$ cat src/rtl/dm_arb_pkg.sv
// Shared encodings and default widths for the data-memory port arbiter.
package dm_arb_pkg;

  localparam int unsigned DM_ADDR_W     = 32;
  localparam int unsigned DM_DATA_W     = 32;
  localparam int unsigned DM_STARVE_MAX = 4;
  localparam int unsigned DM_CNT_W      = 4;

  localparam logic OWN_CPU = 1'b0;
  localparam logic OWN_DBG = 1'b1;

  typedef enum logic {
    ST_NORMAL = 1'b0,
    ST_LOCKED = 1'b1
  } lock_state_e;

endpackage

$ cat src/rtl/dm_arb_starve_cnt.sv
// Saturating count of consecutive denied DBG cycles; force_dbg_o flags that
// DBG must win the next arbitration.
module dm_arb_starve_cnt
  import dm_arb_pkg::*;
#(
  parameter int unsigned STARVE_MAX = DM_STARVE_MAX
) (
  input  logic clk_i,
  input  logic rst_i,
  input  logic dbg_req_i,
  input  logic dbg_gnt_i,
  output logic force_dbg_o
);

  logic [DM_CNT_W-1:0] cnt_q, cnt_d;

  always_comb begin
    cnt_d = '0;
    if (dbg_req_i && !dbg_gnt_i) begin
      cnt_d = (cnt_q == DM_CNT_W'(STARVE_MAX)) ? cnt_q : cnt_q + DM_CNT_W'(1);
    end
  end

  always_ff @(posedge clk_i or posedge rst_i) begin
    if (rst_i) cnt_q <= '0;
    else       cnt_q <= cnt_d;
  end

  assign force_dbg_o = (cnt_q == DM_CNT_W'(STARVE_MAX));

endmodule

$ cat src/rtl/dm_port_arbiter.sv
// Single-port data memory arbiter between the MEM stage (CPU) and a debug port.
// Optional debug lock (exclusive DBG ownership) enabled by DM_ARB_LOCK_EN.
module dm_port_arbiter
  import dm_arb_pkg::*;
#(
  parameter int unsigned ADDR_W     = DM_ADDR_W,
  parameter int unsigned DATA_W     = DM_DATA_W,
  parameter int unsigned STARVE_MAX = DM_STARVE_MAX
) (
  input  logic              clk_i,
  input  logic              rst_i,
  input  logic              cpu_req_i,
  input  logic              cpu_we_i,
  input  logic [ADDR_W-1:0] cpu_addr_i,
  input  logic [DATA_W-1:0] cpu_wdata_i,
  output logic              cpu_gnt_o,
  output logic              cpu_stall_o,
  output logic              cpu_rvalid_o,
  output logic [DATA_W-1:0] cpu_rdata_o,
  input  logic              dbg_req_i,
  input  logic              dbg_we_i,
  input  logic [ADDR_W-1:0] dbg_addr_i,
  input  logic [DATA_W-1:0] dbg_wdata_i,
  input  logic              dbg_lock_i,
  output logic              dbg_gnt_o,
  output logic              dbg_rvalid_o,
  output logic [DATA_W-1:0] dbg_rdata_o,
  output logic              cpu_locked_o,
  output logic              mem_en_o,
  output logic              mem_we_o,
  output logic [ADDR_W-1:0] mem_addr_o,
  output logic [DATA_W-1:0] mem_wdata_o,
  input  logic [DATA_W-1:0] mem_rdata_i
);

  lock_state_e       state_q;
  logic              locked;
  logic              force_dbg;
  logic              dbg_win, cpu_win;
  logic              rd_pend_q, rd_owner_q;
  logic [DATA_W-1:0] cpu_rdata_q, dbg_rdata_q;

`ifdef DM_ARB_LOCK_EN
  lock_state_e state_d;

  always_comb begin
    state_d = ST_NORMAL;
    if (dbg_lock_i) state_d = ST_LOCKED;
  end

  always_ff @(posedge clk_i or posedge rst_i) begin
    if (rst_i) state_q <= ST_NORMAL;
    else       state_q <= state_d;
  end
`else
  logic unused_lock;
  assign unused_lock = dbg_lock_i;
  assign state_q     = ST_NORMAL;
`endif

  assign locked       = (state_q == ST_LOCKED);
  assign cpu_locked_o = locked;

  dm_arb_starve_cnt #(
    .STARVE_MAX (STARVE_MAX)
  ) u_starve (
    .clk_i       (clk_i),
    .rst_i       (rst_i),
    .dbg_req_i   (dbg_req_i),
    .dbg_gnt_i   (dbg_gnt_o),
    .force_dbg_o (force_dbg)
  );

  // Grant and memory mux; everything is held quiet while reset is asserted.
  always_comb begin
    dbg_win     = dbg_req_i & (locked | ~cpu_req_i | force_dbg);
    cpu_win     = cpu_req_i & ~locked & ~dbg_win;
    dbg_gnt_o   = dbg_win & ~rst_i;
    cpu_gnt_o   = cpu_win & ~rst_i;
    cpu_stall_o = cpu_req_i & ~cpu_win & ~rst_i;
    mem_en_o    = 1'b0;
    mem_we_o    = 1'b0;
    mem_addr_o  = '0;
    mem_wdata_o = '0;
    if (cpu_gnt_o) begin
      mem_en_o    = 1'b1;
      mem_we_o    = cpu_we_i;
      mem_addr_o  = cpu_addr_i;
      mem_wdata_o = cpu_wdata_i;
    end else if (dbg_gnt_o) begin
      mem_en_o    = 1'b1;
      mem_we_o    = dbg_we_i;
      mem_addr_o  = dbg_addr_i;
      mem_wdata_o = dbg_wdata_i;
    end
  end

  always_ff @(posedge clk_i or posedge rst_i) begin
    if (rst_i) begin
      rd_pend_q   <= 1'b0;
      rd_owner_q  <= OWN_CPU;
      cpu_rdata_q <= '0;
      dbg_rdata_q <= '0;
    end else begin
      rd_pend_q  <= mem_en_o & ~mem_we_o;
      rd_owner_q <= dbg_gnt_o ? OWN_DBG : OWN_CPU;
      if (cpu_rvalid_o) cpu_rdata_q <= mem_rdata_i;
      if (dbg_rvalid_o) dbg_rdata_q <= mem_rdata_i;
    end
  end

  // Owner sees live memory data on its return cycle; the other port holds.
  assign cpu_rvalid_o = rd_pend_q & (rd_owner_q == OWN_CPU);
  assign dbg_rvalid_o = rd_pend_q & (rd_owner_q == OWN_DBG);
  assign cpu_rdata_o  = cpu_rvalid_o ? mem_rdata_i : cpu_rdata_q;
  assign dbg_rdata_o  = dbg_rvalid_o ? mem_rdata_i : dbg_rdata_q;

endmodule

$ cat config.mk
export PLATFORM = sky130hd
export DESIGN_NAME = dm_port_arbiter
export DESIGN_NICKNAME = d
export VERILOG_FILES = /design/src/rtl/dm_arb_pkg.sv /design/src/rtl/dm_arb_starve_cnt.sv /design/src/rtl/dm_port_arbiter.sv
export SDC_FILE = /design/constraint.sdc
export NUM_CORES = 1
export LEC_CHECK = 0
export CAP_MARGIN = 10
export CORE_MARGIN = 1
export CORE_UTILIZATION = 34
export CTS_CLUSTER_SIZE = 14
export DETAILED_ROUTE_END_ITERATION = 7
export PLACE_DENSITY_LB_ADDON = 0.2
export SLEW_MARGIN = 25
export SYNTH_ARGS = -nofsm -noshare
export SYNTH_HDL_FRONTEND = slang
export SYNTH_HIERARCHICAL = 1
export SYNTH_SLANG_ARGS = --single-unit
$ cat constraint.sdc
create_clock -name clk_i -period 2.57 [get_ports clk_i]
set_input_delay 0.257 -clock clk_i [delete_from_list [all_inputs] [get_ports clk_i]]
set_output_delay 0.257 -clock clk_i [all_outputs]
set_load 0.005 [all_outputs]
==> Word level (Yosys, flattened, before mapping) <==
Cells that the tools add are included.
Widths: inputs -> output; s select.
{ "op_classes": {"n_addsub": 1, "n_eq_ne": 2, "n_mux": 12, "bitwise_logic": 16, "reduce_logical": 2} }
{ "ops": {"columns": ["op", "count"], "rows": [
  ["$mux 32", 6],
  ["$and 1x1->1", 9],
  ["$mux 4", 2],
  ["$not 1->1", 6],
  ["$add 4x1->4 const B", 1],
  ["$eq 4x3->1 const B", 1],
  ["$mux 1", 4],
  ["$ne 2x2->1 const B", 1],
  ["$logic_and 1x1->1", 1],
  ["$logic_not 1->1", 1],
  ["$or 1x1->1", 1]
]} }
{ "word_totals": {"register_bits": 70, "input_bits": 167, "output_inout_bits": 136, "elab_cells": 38} }

==> Longest topological paths before layout <==
Gate-level depths: netlist (run 1).
{ "logic_depth": {"word_depth": 9, "mapped_depth": 10, "ltp_nobuf": 7} }

==> Hierarchy <==
The synthesis (run 1) kept the hierarchy.
{ "by_module_without_submodules": {"columns": ["mod", "instances", "cells_each", "area_per_inst_um2", "seq_area_each_um2"], "rows": [
  ["dm_port_arbiter", 1, 385, 4633.2, 1651.6],
  ["dm_arb_starve_cnt", 1, 24, 255.2, 100.1]
]} }

==> Worst setup path before layout (run 1) <==
Ideal clock, no wire load.
{ "synth_timing": {"kind": "in2out", "startpoint": "in rst_i", "endpoint": "out cpu_stall_o", "arrival_ns": 2.418, "required_time_ns": 2.313, "slack_ns": -0.105, "path_stages": 5, "path_buffers": 3, "cell_sequence": "buf_6 -> buf_6 -> buf_2 -> inv_1 -> and4_1"} }
{ "synth_between": {"elab_chain_cells": 2} }
{ "synth_rtl": {"columns": ["item", "line", "rtl"], "rows": [
  ["from (decl)", "dm_port_arbiter.sv:11", "input logic rst_i,"],
  ["$not 1->1", "dm_port_arbiter.sv:80", "cpu_stall_o = cpu_req_i & ~cpu_win & ~rst_i;"],
  ["$and 1x1->1", "dm_port_arbiter.sv:80", null],
  ["to (decl)", "dm_port_arbiter.sv:17", "output logic cpu_stall_o,"]
]} }
Every way passes these cells.

==> Worst setup path in the final report (run 1) <==
{ "layout_timing": {"startpoint": "reg u_starve.cnt_q[0]", "endpoint": "out mem_addr_o[18]"} }
{ "layout_between": {"elab_chain_cells": 7, "elab_cells_between_ends": 9, "cone_classes": "eq/ne (1); mux (2); bitwise (6)"} }
{ "layout_rtl": {"columns": ["item", "line", "rtl"], "rows": [
  ["from (decl)", "dm_arb_starve_cnt.sv:15", "logic [DM_CNT_W-1:0] cnt_q, cnt_d;"],
  ["from (signal assigned)", "dm_arb_starve_cnt.sv:26", "else cnt_q <= cnt_d;"],
  ["$eq 4x3->1 *", "dm_arb_starve_cnt.sv:29", "assign force_dbg_o = (cnt_q == DM_CNT_W'(STARVE_MAX));"],
  ["net force_dbg", "dm_port_arbiter.sv:38", "logic force_dbg;"],
  ["$or 1x1->1 *", "dm_port_arbiter.sv:76", "dbg_win = dbg_req_i & (locked | ~cpu_req_i | force_dbg);"],
  ["$and 1x1->1 *", "dm_port_arbiter.sv:76", null],
  ["$not 1->1", "dm_port_arbiter.sv:77", "cpu_win = cpu_req_i & ~locked & ~dbg_win;"],
  ["$and 1x1->1", "dm_port_arbiter.sv:77", null],
  ["$and 1x1->1", "dm_port_arbiter.sv:79", "cpu_gnt_o = cpu_win & ~rst_i;"],
  ["$mux 32 *", "dm_port_arbiter.sv:85", "if (cpu_gnt_o) begin"],
  ["to (decl)", "dm_port_arbiter.sv:31", "output logic [ADDR_W-1:0] mem_addr_o,"]
]} }
Mark *: on every way through the listed nets, which the timed path passes. The rest lies on a longest branch.

==> results of run 1 <==
-- logic make-up after synthesis --
family	count (synthesis)	synth area share, %
AOI/OAI and AO/OA	68	18.38
muxes	67	17.58
DFF	70	35.83
adders and majority gates	2	0.5118
other	1	0.07671
xor gates and xnor gates	1	0.1792
and+or+nand+nor	148	19.38
buffers and inverters	52	8.062
-- critical path: stages, from the launching register on --
cell,delay (ps)
dfrtp_1,350
inv_1,50
ha_1,200
and3b_2,210
buf_4,160
a21bo_4,260
buf_12,180
o32ai_1,130
dlygate4sd2_1,320
-- state kept, by name, indices dropped and copies added, names as in the netlist --
register	flops
cpu_rdata_q	32
dbg_rdata_q	32
u_starve/cnt_q	4
rd_owner_q	1
rd_pend_q	1
-- placed cells by master (no fill, tap or decap), types with 2 or more instances in the layout --
master / count
nand3b_1: 4
nor2b_4: 3
buf_16: 2
clkbuf_16: 10
nor2_1: 3
ha_1: 2
clkdlybuf4s50_1: 232
buf_4: 17
o32ai_1: 24
mux2_2: 35
clkbuf_2: 2
dfrtp_1: 70
clkinvlp_4: 2
buf_2: 12
o32ai_2: 42
nand2b_1: 130
mux2i_1: 3
mux2_4: 29
clkdlybuf4s15_1: 13
dlygate4sd2_1: 40
bufinv_16: 3
buf_12: 8
inv_1: 5
-- metrics by stage --
stage,power [W],hold slack (ps),setup TNS [ps],instance area (sq um),util [%]
after floorplan,0.002244,23.08,0,4892,-
after global placement,0.003275,474.1,0,7989,57.33
after detailed placement,0.003331,479.9,-707.7,7989,57.33
after CTS,0.004772,207.4,-207.7,8373,60.09
after global routing,0.004986,267.7,0,8428,60.48
final,0.004717,224.4,0,8428,60.48
-- where the power goes --
part	switching (W)	total [W]	internal (W)
registers	0.0000698	0.00144	0.00137
clock network	0.000466	0.00142	0.000950
logic	0.000642	0.00186	0.00122
-- layout make-up --
type / instances / area share (%)
clock buffer: 9 / 2.672
clock inverter: 7 / 1.425
tap: 180 / 2.672
multi-input combinational: 288 / 32.97
sequential: 70 / 20.78
timing repair buffer: 330 / 39.12
inverter: 7 / 0.3563
-- repair_timing --
item,CTS,global route
cloned,3,1
endpoints found under the setup margin,67,49
pin swaps,1,1
buffers inserted,6,4
resized for setup,118,8
hold buffers,0,0
-- metal layers --
metal,share of wire [%],global-route usage (%),routed length [microns],vias to the layer above
met3,7.8,6.273,1235,18
met2,53,37.89,8454,177
met1,37,23.29,5927,2105
met4,1.4,5.556,224,0
li1,-,-,-,2063
met5,0,0,0,-
-- worst min path at each step --
stage	startpoint	end	slack [ps]
2_1_floorplan	rst_i	u_starve/cnt_q[0]$_DFFE_PP0P_	20
3_3_place_gp	cpu_rdata_q[20]$_DFF_PP0_	cpu_rdata_q[20]$_DFF_PP0_	470
3_5_place_dp	cpu_rdata_q[6]$_DFF_PP0_	cpu_rdata_q[6]$_DFF_PP0_	480
4_1_cts	rst_i	u_starve/cnt_q[0]$_DFFE_PP0P_	210
5_1_grt	rst_i	u_starve/cnt_q[1]$_DFFE_PP0P_	270
6_report	rst_i	u_starve/cnt_q[1]$_DFFE_PP0P_	220
==> impl_metrics.env, run 1 <==
export IMPL_ys_seq_area_share_pct=35.83
export IMPL_fmax_ghz=0.4060
export IMPL_slew_violations=0
export IMPL_ant_nets=0
export IMPL_wl_microns=15840
export IMPL_first_global_vias=4504
export IMPL_first_pass_iters=4
export IMPL_fin_ws_ps=106.9
export IMPL_initial_core_util_pct=35.08
export IMPL_reg2reg_depth=9
export IMPL_viasPerCell=4.897
export IMPL_grt_pass1_wl_microns=23830
export IMPL_rrSetupSlack_ps=260
export IMPL_worstPathRequired_ps=2310
export IMPL_peakVddDrop_v=0.0002568
export IMPL_period_needed_ps=2463
export IMPL_final_fill_count=1167
export IMPL_rsz0062_at_grt="no"
export IMPL_die_h_microns=121.9
export IMPL_regArea_sq_mm=0.001752
export IMPL_core_sq_mm=0.01393
export IMPL_num_rows=43
export IMPL_fin_worst_skew_ps=4.367
export IMPL_yosys_cell_types_count=32
export IMPL_syn_num_nets=578
export IMPL_crit_arrival_ps=2210
export IMPL_worstSetupEndpointType="output port"
export IMPL_ys_flop_type="dfrtp_1"
export IMPL_multi_input_area_sq_mm=0.002779
export IMPL_ys_warn_count=6
export IMPL_grt_usage_pct=20.81
export IMPL_tightest_slew_ps=818.9
export IMPL_dp_slack_ps=-49.62
export IMPL_gp_congestion=0.7694
export IMPL_synthArstFlopShare_pct=100.0
export IMPL_antenna_found_initial=0
export IMPL_vias=4363
export IMPL_worstPathMaxFanout=26
export IMPL_synthTopCellsByCount="130 x nand2b_1, 70 x dfrtp_1, 40 x o32ai_2"
export IMPL_p_leak_nw=3.498
export IMPL_syn_inst=409
export IMPL_clk_latency_ps=330
export IMPL_crit_end="mem_addr_o[18]"
export IMPL_final_nets=875
export IMPL_syn2layout_area_growth_pct=72.41
export IMPL_period_share_pct=95.84
export IMPL_maxCapViolations=0
export IMPL_yosys_area_top_type="dfrtp_1"
export IMPL_post_place_cells=862
export IMPL_r2r_end="u_starve/cnt_q[3]$_DFFE_PP0P_"
export IMPL_status="completed"
export IMPL_critical_path_class="reg2out"
export IMPL_ys_ff_latch=70
export IMPL_die_w_microns=121.9
export IMPL_clockBufferDepth=2
export IMPL_cts_buffers=9
export IMPL_synth_area_top_cells="dfrtp_1 36%, nand2b_1 17%, o32ai_2 13%, mux2_4 8.9%, mux2_2 8.1%"
export IMPL_drc=0
export IMPL_grt_ovfl_total=0
export IMPL_cp_start_kind="flip-flop"
export IMPL_cts_sinks=70
export IMPL_cts_tree="done"
export IMPL_syn_area_sq_mm=0.004888
export IMPL_dpl_hpwl_microns=11760
export IMPL_avgSynthCellArea_sq_um=11.95
export IMPL_setup_viol=0
export IMPL_insertedDiodeCount=0
export IMPL_grt_max_degree=78
export IMPL_drive_above_1_share_pct=24.61
export IMPL_fp_dieArea_sq_mm=0.01486
export IMPL_ctsHtreeMaxLevel=3
export IMPL_io_pins=303
export IMPL_numPortBuffers=300
export IMPL_holdCritPathClass="in2async"
export IMPL_critPathLaunch="u_starve/cnt_q[0]$_DFFE_PP0P_"
export IMPL_clk_pin_slew_ps=60
export IMPL_synth_most_common_cell="nand2b_1"
export IMPL_synth_edf_count=0
export IMPL_cts_root_buf="clkbuf_16"
export IMPL_hold_viol=0
export IMPL_netlist_area_leader_share_pct=35.83
export IMPL_maxSlewHeadroom_pct=45.40
export IMPL_wl_per_cell_microns=17.78
export IMPL_drt_iter0_drc=177
export IMPL_power_density_mw_per_mm2=559.6
export IMPL_final_cells=891
export IMPL_r2r_start="u_starve/cnt_q[0]$_DFFE_PP0P_"
(Power assumes the default switching activity.)
==> inputs of run 2 (changes only) <==
Settings changed: CORE_ASPECT_RATIO from default to 1.4, CORE_UTILIZATION 34 to 35, CTS_BUF_LIST from default to sky130_fd_sc_hd__clkbuf_4 sky130_fd_sc_hd__clkbuf_8.
==> run 2 against run 1 <==
Worst setup slack lost 15 ps. Worst hold slack gained 270 ps. Final cell count grew 0.67%. Largest power group unchanged. Maximum frequency shrank 0.60%. Register-to-register slack lost 70 ps. Count of clock-buffer cells in the layout grew 3. Sequential cell count is the same. Utilization grew 0.47 points. Critical path depth grew 1. Clock power shrank 37%. First-iteration DRC count shrank 42%.
==> impl_metrics.env, run 2 (same netlist as run 1, synthesis figures left out) <==
export IMPL_tightest_slew_ps=831.8
export IMPL_die_h_microns=141.8
export IMPL_worstPathRequired_ps=2310
export IMPL_numPortBuffers=300
export IMPL_period_needed_ps=2478
export IMPL_worstPathMaxFanout=17
export IMPL_grt_usage_pct=21.36
export IMPL_p_leak_nw=3.399
export IMPL_maxSlewHeadroom_pct=44.55
export IMPL_final_fill_count=1143
export IMPL_peakVddDrop_v=0.0002891
export IMPL_clockBufferDepth=2
export IMPL_syn2layout_area_growth_pct=68.49
export IMPL_critical_path_class="reg2out"
export IMPL_viasPerCell=4.874
export IMPL_critPathLaunch="u_starve/cnt_q[1]$_DFFE_PP0P_"
export IMPL_fin_worst_skew_ps=6.390
export IMPL_wl_microns=15940
export IMPL_power_density_mw_per_mm2=508.7
export IMPL_final_nets=879
export IMPL_cts_tree="done"
export IMPL_period_share_pct=96.42
export IMPL_cts_sinks=70
export IMPL_clk_latency_ps=330
export IMPL_cts_root_buf="clkbuf_8"
export IMPL_rrSetupSlack_ps=190
export IMPL_drc=0
export IMPL_layout_commonest_cell="clkdlybuf4s50_1"
export IMPL_first_global_vias=4578
export IMPL_grt_max_degree=98
export IMPL_maxCapViolations=0
export IMPL_grt_pass1_wl_microns=23520
export IMPL_worstSetupEndpointType="output port"
export IMPL_num_rows=50
export IMPL_insertedDiodeCount=0
export IMPL_dpl_hpwl_microns=12520
export IMPL_hold_viol=0
export IMPL_fmax_ghz=0.4036
export IMPL_gp_congestion=0.8256
export IMPL_clk_pin_slew_ps=70
export IMPL_setup_viol=0
export IMPL_cp_start_kind="flip-flop"
export IMPL_io_pins=303
export IMPL_layout_common_cells="232 x clkdlybuf4s50_1, 130 x nand2b_1, 70 x dfrtp_1, 40 x o32ai_2, 37 x dlygate4sd2_1"
export IMPL_vias=4372
export IMPL_ant_nets=0
export IMPL_core_sq_mm=0.01351
export IMPL_first_pass_iters=4
export IMPL_fin_util_pct=60.95
export IMPL_ctsHtreeMaxLevel=3
export IMPL_r2r_end="u_starve/cnt_q[3]$_DFFE_PP0P_"
export IMPL_wl_per_cell_microns=17.77
export IMPL_r2r_start="u_starve/cnt_q[1]$_DFFE_PP0P_"
export IMPL_slew_violations=0
export IMPL_fp_dieArea_sq_mm=0.01445
export IMPL_cts_buffers=9
export IMPL_die_w_microns=101.9
export IMPL_top_regs="cpu_rdata_q: 32 flops, dbg_rdata_q: 32 flops, u_starve/cnt_q: 4 flops"
export IMPL_crit_arrival_ps=2220
export IMPL_grt_ovfl_total=0
export IMPL_drive_above_1_share_pct=26.71
export IMPL_rsz0062_at_grt="no"
export IMPL_initial_core_util_pct=36.18
export IMPL_crit_end="mem_wdata_o[7]"
export IMPL_drt_iter0_drc=103
export IMPL_holdCritPathClass="reg2reg"
export IMPL_total_power_w=0.004190
export IMPL_reg2reg_depth=11
export IMPL_status="completed"
export IMPL_antenna_found_initial=0
[run 2: final cells by class]
class | count | area, sq um | share of cell area [%]
inverter | 7 | 30.03 | 0.3646
multi-input combinational | 288 | 2820 | 34.24
clock buffer | 12 | 158.9 | 1.929
tap | 182 | 227.7 | 2.765
clock inverter | 4 | 45.04 | 0.5469
timing repair buffer | 334 | 3203 | 38.89
sequential | 70 | 1752 | 21.27
[run 2: what timing repair did]
| item | 4_1_cts | 5_1_grt |
|---|---|---|
| cloned | 1 | 0 |
| setup endpoints to repair | 68 | 41 |
| buffers inserted | 8 | 0 |
| hold endpoints to repair | 4 | 0 |
| pin swaps | 1 | 0 |
| hold buffers | 1 | 0 |
| resized for setup | 101 | 46 |
[run 2: power by group]
part           internal [W]  switching (W)
Sequential          0.00137      0.0000748
Combinational       0.00120       0.000651
Clock              0.000507       0.000386
Total               0.00308        0.00111
[run 2: how the worst min path moves through the flow]
| stage | startpoint | endpoint | slack, ps | cells after the start |
|---|---|---|---|---|
| 5_1_grt | cpu_rdata_q[5]$_DFF_PP0_ | cpu_rdata_q[5]$_DFF_PP0_ | 510 | 1 |
| 3_5_place_dp | rst_i | u_starve/cnt_q[1]$_DFFE_PP0P_ | 320 | 2 |
| 6_report | cpu_rdata_q[19]$_DFF_PP0_ | cpu_rdata_q[19]$_DFF_PP0_ | 500 | 1 |
| 2_1_floorplan | rst_i | u_starve/cnt_q[0]$_DFFE_PP0P_ | 20 | 1 |
| 4_1_cts | cpu_rdata_q[19]$_DFF_PP0_ | cpu_rdata_q[19]$_DFF_PP0_ | 500 | 1 |
| 3_3_place_gp | rst_i | u_starve/cnt_q[1]$_DFFE_PP0P_ | 310 | 2 |
[run 2: routing by layer]
metal  vias to the layer above  GRT usage, %  part of all wire (%)
li1                       2074             -                     -
met1                      2058         22.07                    37
met2                       212         38.90                    52
met3                        28         6.798                   9.2
met4                         0         9.173                   2.7
met5                         -             0                     0
[run 2: worst max-delay path: stages, from the launching register on]
cell and delay, ps:
dfrtp_1 360, inv_1 50, ha_1 190, and3b_2 240
buf_6 140, a21bo_4 230, buf_4 160, buf_12 150
o32ai_2 90, dlygate4sd2_1 260
[run 2: through the flow]
stage,cell area (sq um),hold slack [ps],TNS (ps),instances,worst slack [ps]
3_3_place_gp,8006,312.3,-49.10,871,-22.26
6_report,8237,495.1,0,897,92.04
3_5_place_dp,8006,323.5,-362.3,871,-73.11
5_1_grt,8237,507.2,0,897,0.4070
4_1_cts,8272,495.5,0,897,0.9024
2_1_floorplan,4892,23.08,0,409,191.7
==> inputs of run 3 (changes only) <==
Settings changed: CORE_AREA from default to 2 2 119 121, CORE_ASPECT_RATIO 1.4 to default, CORE_MARGIN 1 to default, CORE_UTILIZATION 35 to default, DIE_AREA from default to 0 0 121 123, SYNTH_HIERARCHICAL 1 to default.
==> run 3 against run 2 <==
Critical path type unchanged. Final cell count shrank 16%. Worst setup slack gained 7.1 ps. Worst hold slack lost 15 ps. Via count shrank 20%. Cell area shrank 13%. Wire length shrank 5.8%. Sequential power shrank 3%.
==> impl_metrics.env, run 3 <==
export IMPL_grt_usage_pct=19.68
export IMPL_dpl_hpwl_microns=11850
export IMPL_peakVddDrop_v=0.0002809
export IMPL_ctsHtreeMaxLevel=3
export IMPL_p_leak_nw=3.130
export IMPL_period_needed_ps=2471
export IMPL_ys_flop_type="dfrtp_1"
export IMPL_critical_path_class="reg2out"
export IMPL_fp_dieArea_sq_mm=0.01488
export IMPL_fmax_ghz=0.4047
export IMPL_cp_start_kind="flip-flop"
export IMPL_maxSlewHeadroom_pct=62.17
export IMPL_cts_sinks=70
export IMPL_slew_violations=0
export IMPL_synth_area_top_cells="dfrtp_1 51%, mux2_2 21%, a22o_1 17%, buf_6 2.3%, buf_2 2.2%"
export IMPL_power_density_mw_per_mm2=541.7
export IMPL_gp_congestion=0.8765
export IMPL_cts_tree="done"
export IMPL_grt_pass1_wl_microns=21450
export IMPL_insertedDiodeCount=0
export IMPL_num_rows=43
export IMPL_synthArstFlopShare_pct=100.0
export IMPL_grt_max_degree=34
export IMPL_p_int_w=0.002911
export IMPL_syn_inst=257
export IMPL_ys_warn_count=0
export IMPL_worstSetupEndpointType="output port"
export IMPL_holdWs_ps=480.3
export IMPL_drc=0
export IMPL_synth_edf_count=0
export IMPL_crit_arrival_ps=2210
export IMPL_yosys_cell_types_count=23
export IMPL_cts_buffers=9
export IMPL_avgSynthCellArea_sq_um=13.35
export IMPL_vias=3508
export IMPL_sw_frac_of_total_pct=24.83
export IMPL_netlist_area_leader_share_pct=51.04
export IMPL_hold_viol=0
export IMPL_io_pins=303
export IMPL_fin_util_pct=52.51
export IMPL_power_frac_comb_pct=39.0
export IMPL_numPortBuffers=300
export IMPL_clk_pin_slew_ps=70
export IMPL_syn2layout_area_growth_pct=108.3
export IMPL_viasPerCell=4.640
export IMPL_worstPathMaxFanout=15
export IMPL_drive_above_1_share_pct=21.18
export IMPL_initial_core_util_pct=25.21
export IMPL_clockPowerShare_pct=24.7
export IMPL_core_sq_mm=0.01361
export IMPL_ant_nets=0
export IMPL_fin_worst_skew_ps=6.821
export IMPL_status="completed"
export IMPL_synthTopCellsByCount="70 x dfrtp_1, 66 x a22o_1, 65 x mux2_2"
export IMPL_worstPathRequired_ps=2310
export IMPL_total_power_w=0.003872
export IMPL_wl_microns=15020
export IMPL_ys_ff_latch=70
export IMPL_grt_ovfl_total=0
export IMPL_ys_seq_area_share_pct=51.04
export IMPL_tightest_slew_ps=566.6
export IMPL_cts_root_buf="clkbuf_8"
export IMPL_rsz0062_at_grt="no"
export IMPL_syn_num_nets=426
export IMPL_clockBufferDepth=2
export IMPL_final_nets=741
export IMPL_antenna_found_initial=3
export IMPL_syn_area_sq_mm=0.003432
export IMPL_p_sw_w=0.0009616
export IMPL_maxCapViolations=0
export IMPL_die_h_microns=123
export IMPL_wl_per_cell_microns=19.87
export IMPL_period_share_pct=96.14
export IMPL_yosys_area_top_type="dfrtp_1"
export IMPL_drt_iter0_drc=139
export IMPL_cts_hold_buf=0
export IMPL_holdCritPathClass="in2async"
export IMPL_power_share_sequential_pct=36.3
export IMPL_final_fill_count=1200
export IMPL_top_regs="cpu_rdata_q: 32 flops, dbg_rdata_q: 32 flops, u_starve.cnt_q: 4 flops"
export IMPL_die_w_microns=121
export IMPL_first_pass_iters=5
export IMPL_clk_latency_ps=350
export IMPL_layout_common_cells="236 x clkdlybuf4s50_1, 70 x dfrtp_1, 65 x mux2_2, 64 x a22o_1, 28 x clkdlybuf4s15_1"
export IMPL_layout_commonest_cell="clkdlybuf4s50_1"
export IMPL_setup_viol=0
export IMPL_setup_tns_ps=0
export IMPL_synth_most_common_cell="dfrtp_1"
export IMPL_first_global_vias=3703
[run 3: cell types whose count changed after synthesis, sizes merged, moves of 3 or more]
cell	delta
nand2b	-128
clkbuf	-15
mux2i	-3
a22o	+66
o32ai	-66
buf	-7
[run 3: power groups by stage]
stage	Sequential [W]	Clock [W]	Combinational, W
global placement	0.00142	0	0.00149
floorplan	0.00141	0	0.000494
CTS	0.00141	0.000995	0.00151
global route	0.00144	0.00105	0.00162
detailed placement	0.00143	0	0.00151
finish	0.00141	0.000955	0.00151
[run 3: cell families after synthesis]
family	share of synthesized area (%)
muxes	21.33
AOI/OAI and AO/OA	18.41
DFF	51.04
adders and majority gates	0.7290
other	0.1093
xor gates and xnor gates	0.2552
and+or+nand+nor	2.770
buffers and inverters	5.359
[run 3: layer usage]
layer	wire [microns]	vias up	share of wire [%]	track usage, %
met5	26	-	0.17	0
met4	541	4	3.6	9.012
met3	1348	30	9.0	6.734
met2	7566	182	50	34.59
met1	5538	1696	37	21.40
li1	-	1596	-	-
[run 3: cell type report]
cell class              instances  area (sq um)  share of cell area [%]
clock buffers                   9         123.9                   1.733
repair buffers                327          3398                   47.54
multi-input cells             158          1540                   21.55
clock inverters                 6         86.33                   1.208
flip-flops and latches         70          1752                   24.51
inverters                       6         22.52                  0.3151
well taps                     180         225.2                   3.151
[run 3: final timing paths]
kind | from | endpoint | slack [ps] | depth (start not counted)
min in group clk_i | cpu_rdata_q[22]$_DFF_PP0_ | cpu_rdata_q[22]$_DFF_PP0_ | 500 | 1
setup reg to reg | u_starve.cnt_q[1]$_DFFE_PP0P_ | rd_pend_q$_DFF_PP0_ | 960 | 7
hold / removal | rst_i | u_starve.cnt_q[3]$_DFFE_PP0P_ | 480 | 3
hold reg to reg | cpu_rdata_q[22]$_DFF_PP0_ | cpu_rdata_q[22]$_DFF_PP0_ | 500 | 1
max in group asynchronous | rst_i | dbg_rdata_q[19]$_DFF_PP0_ | 1560 | 4
setup / recovery | u_starve.cnt_q[1]$_DFFE_PP0P_ | mem_wdata_o[4] | 100 | 10
[run 3: per-stage QoR]
stage               area [sq um]  std cells  setup slack [ps]
global placement            6719        727             126.4
detailed placement          6719        727             80.76
finish                      7148        756             99.13
global route                7148        756             20.92
CTS                         7023        750            -89.80
floorplan                   3432        257             378.3
[run 3: worst max-delay path: stages, from the launching register on]
cell	delay (ps)
dfrtp_1	390
inv_1	60
ha_2	190
and3b_2	230
a21oi_4	70
buf_12	130
buf_12	130
buf_12	130
buf_12	140
a22o_1	180
clkdlybuf4s15_1	230
[run 3: what timing repair did]
item / 4_1_cts / 5_1_grt
setup endpoints to repair: 67 / 20
gates resized for setup: 67 / 48
buffers inserted: 5 / 5
gates cloned: 3 / 1
pin swaps: 2 / 2
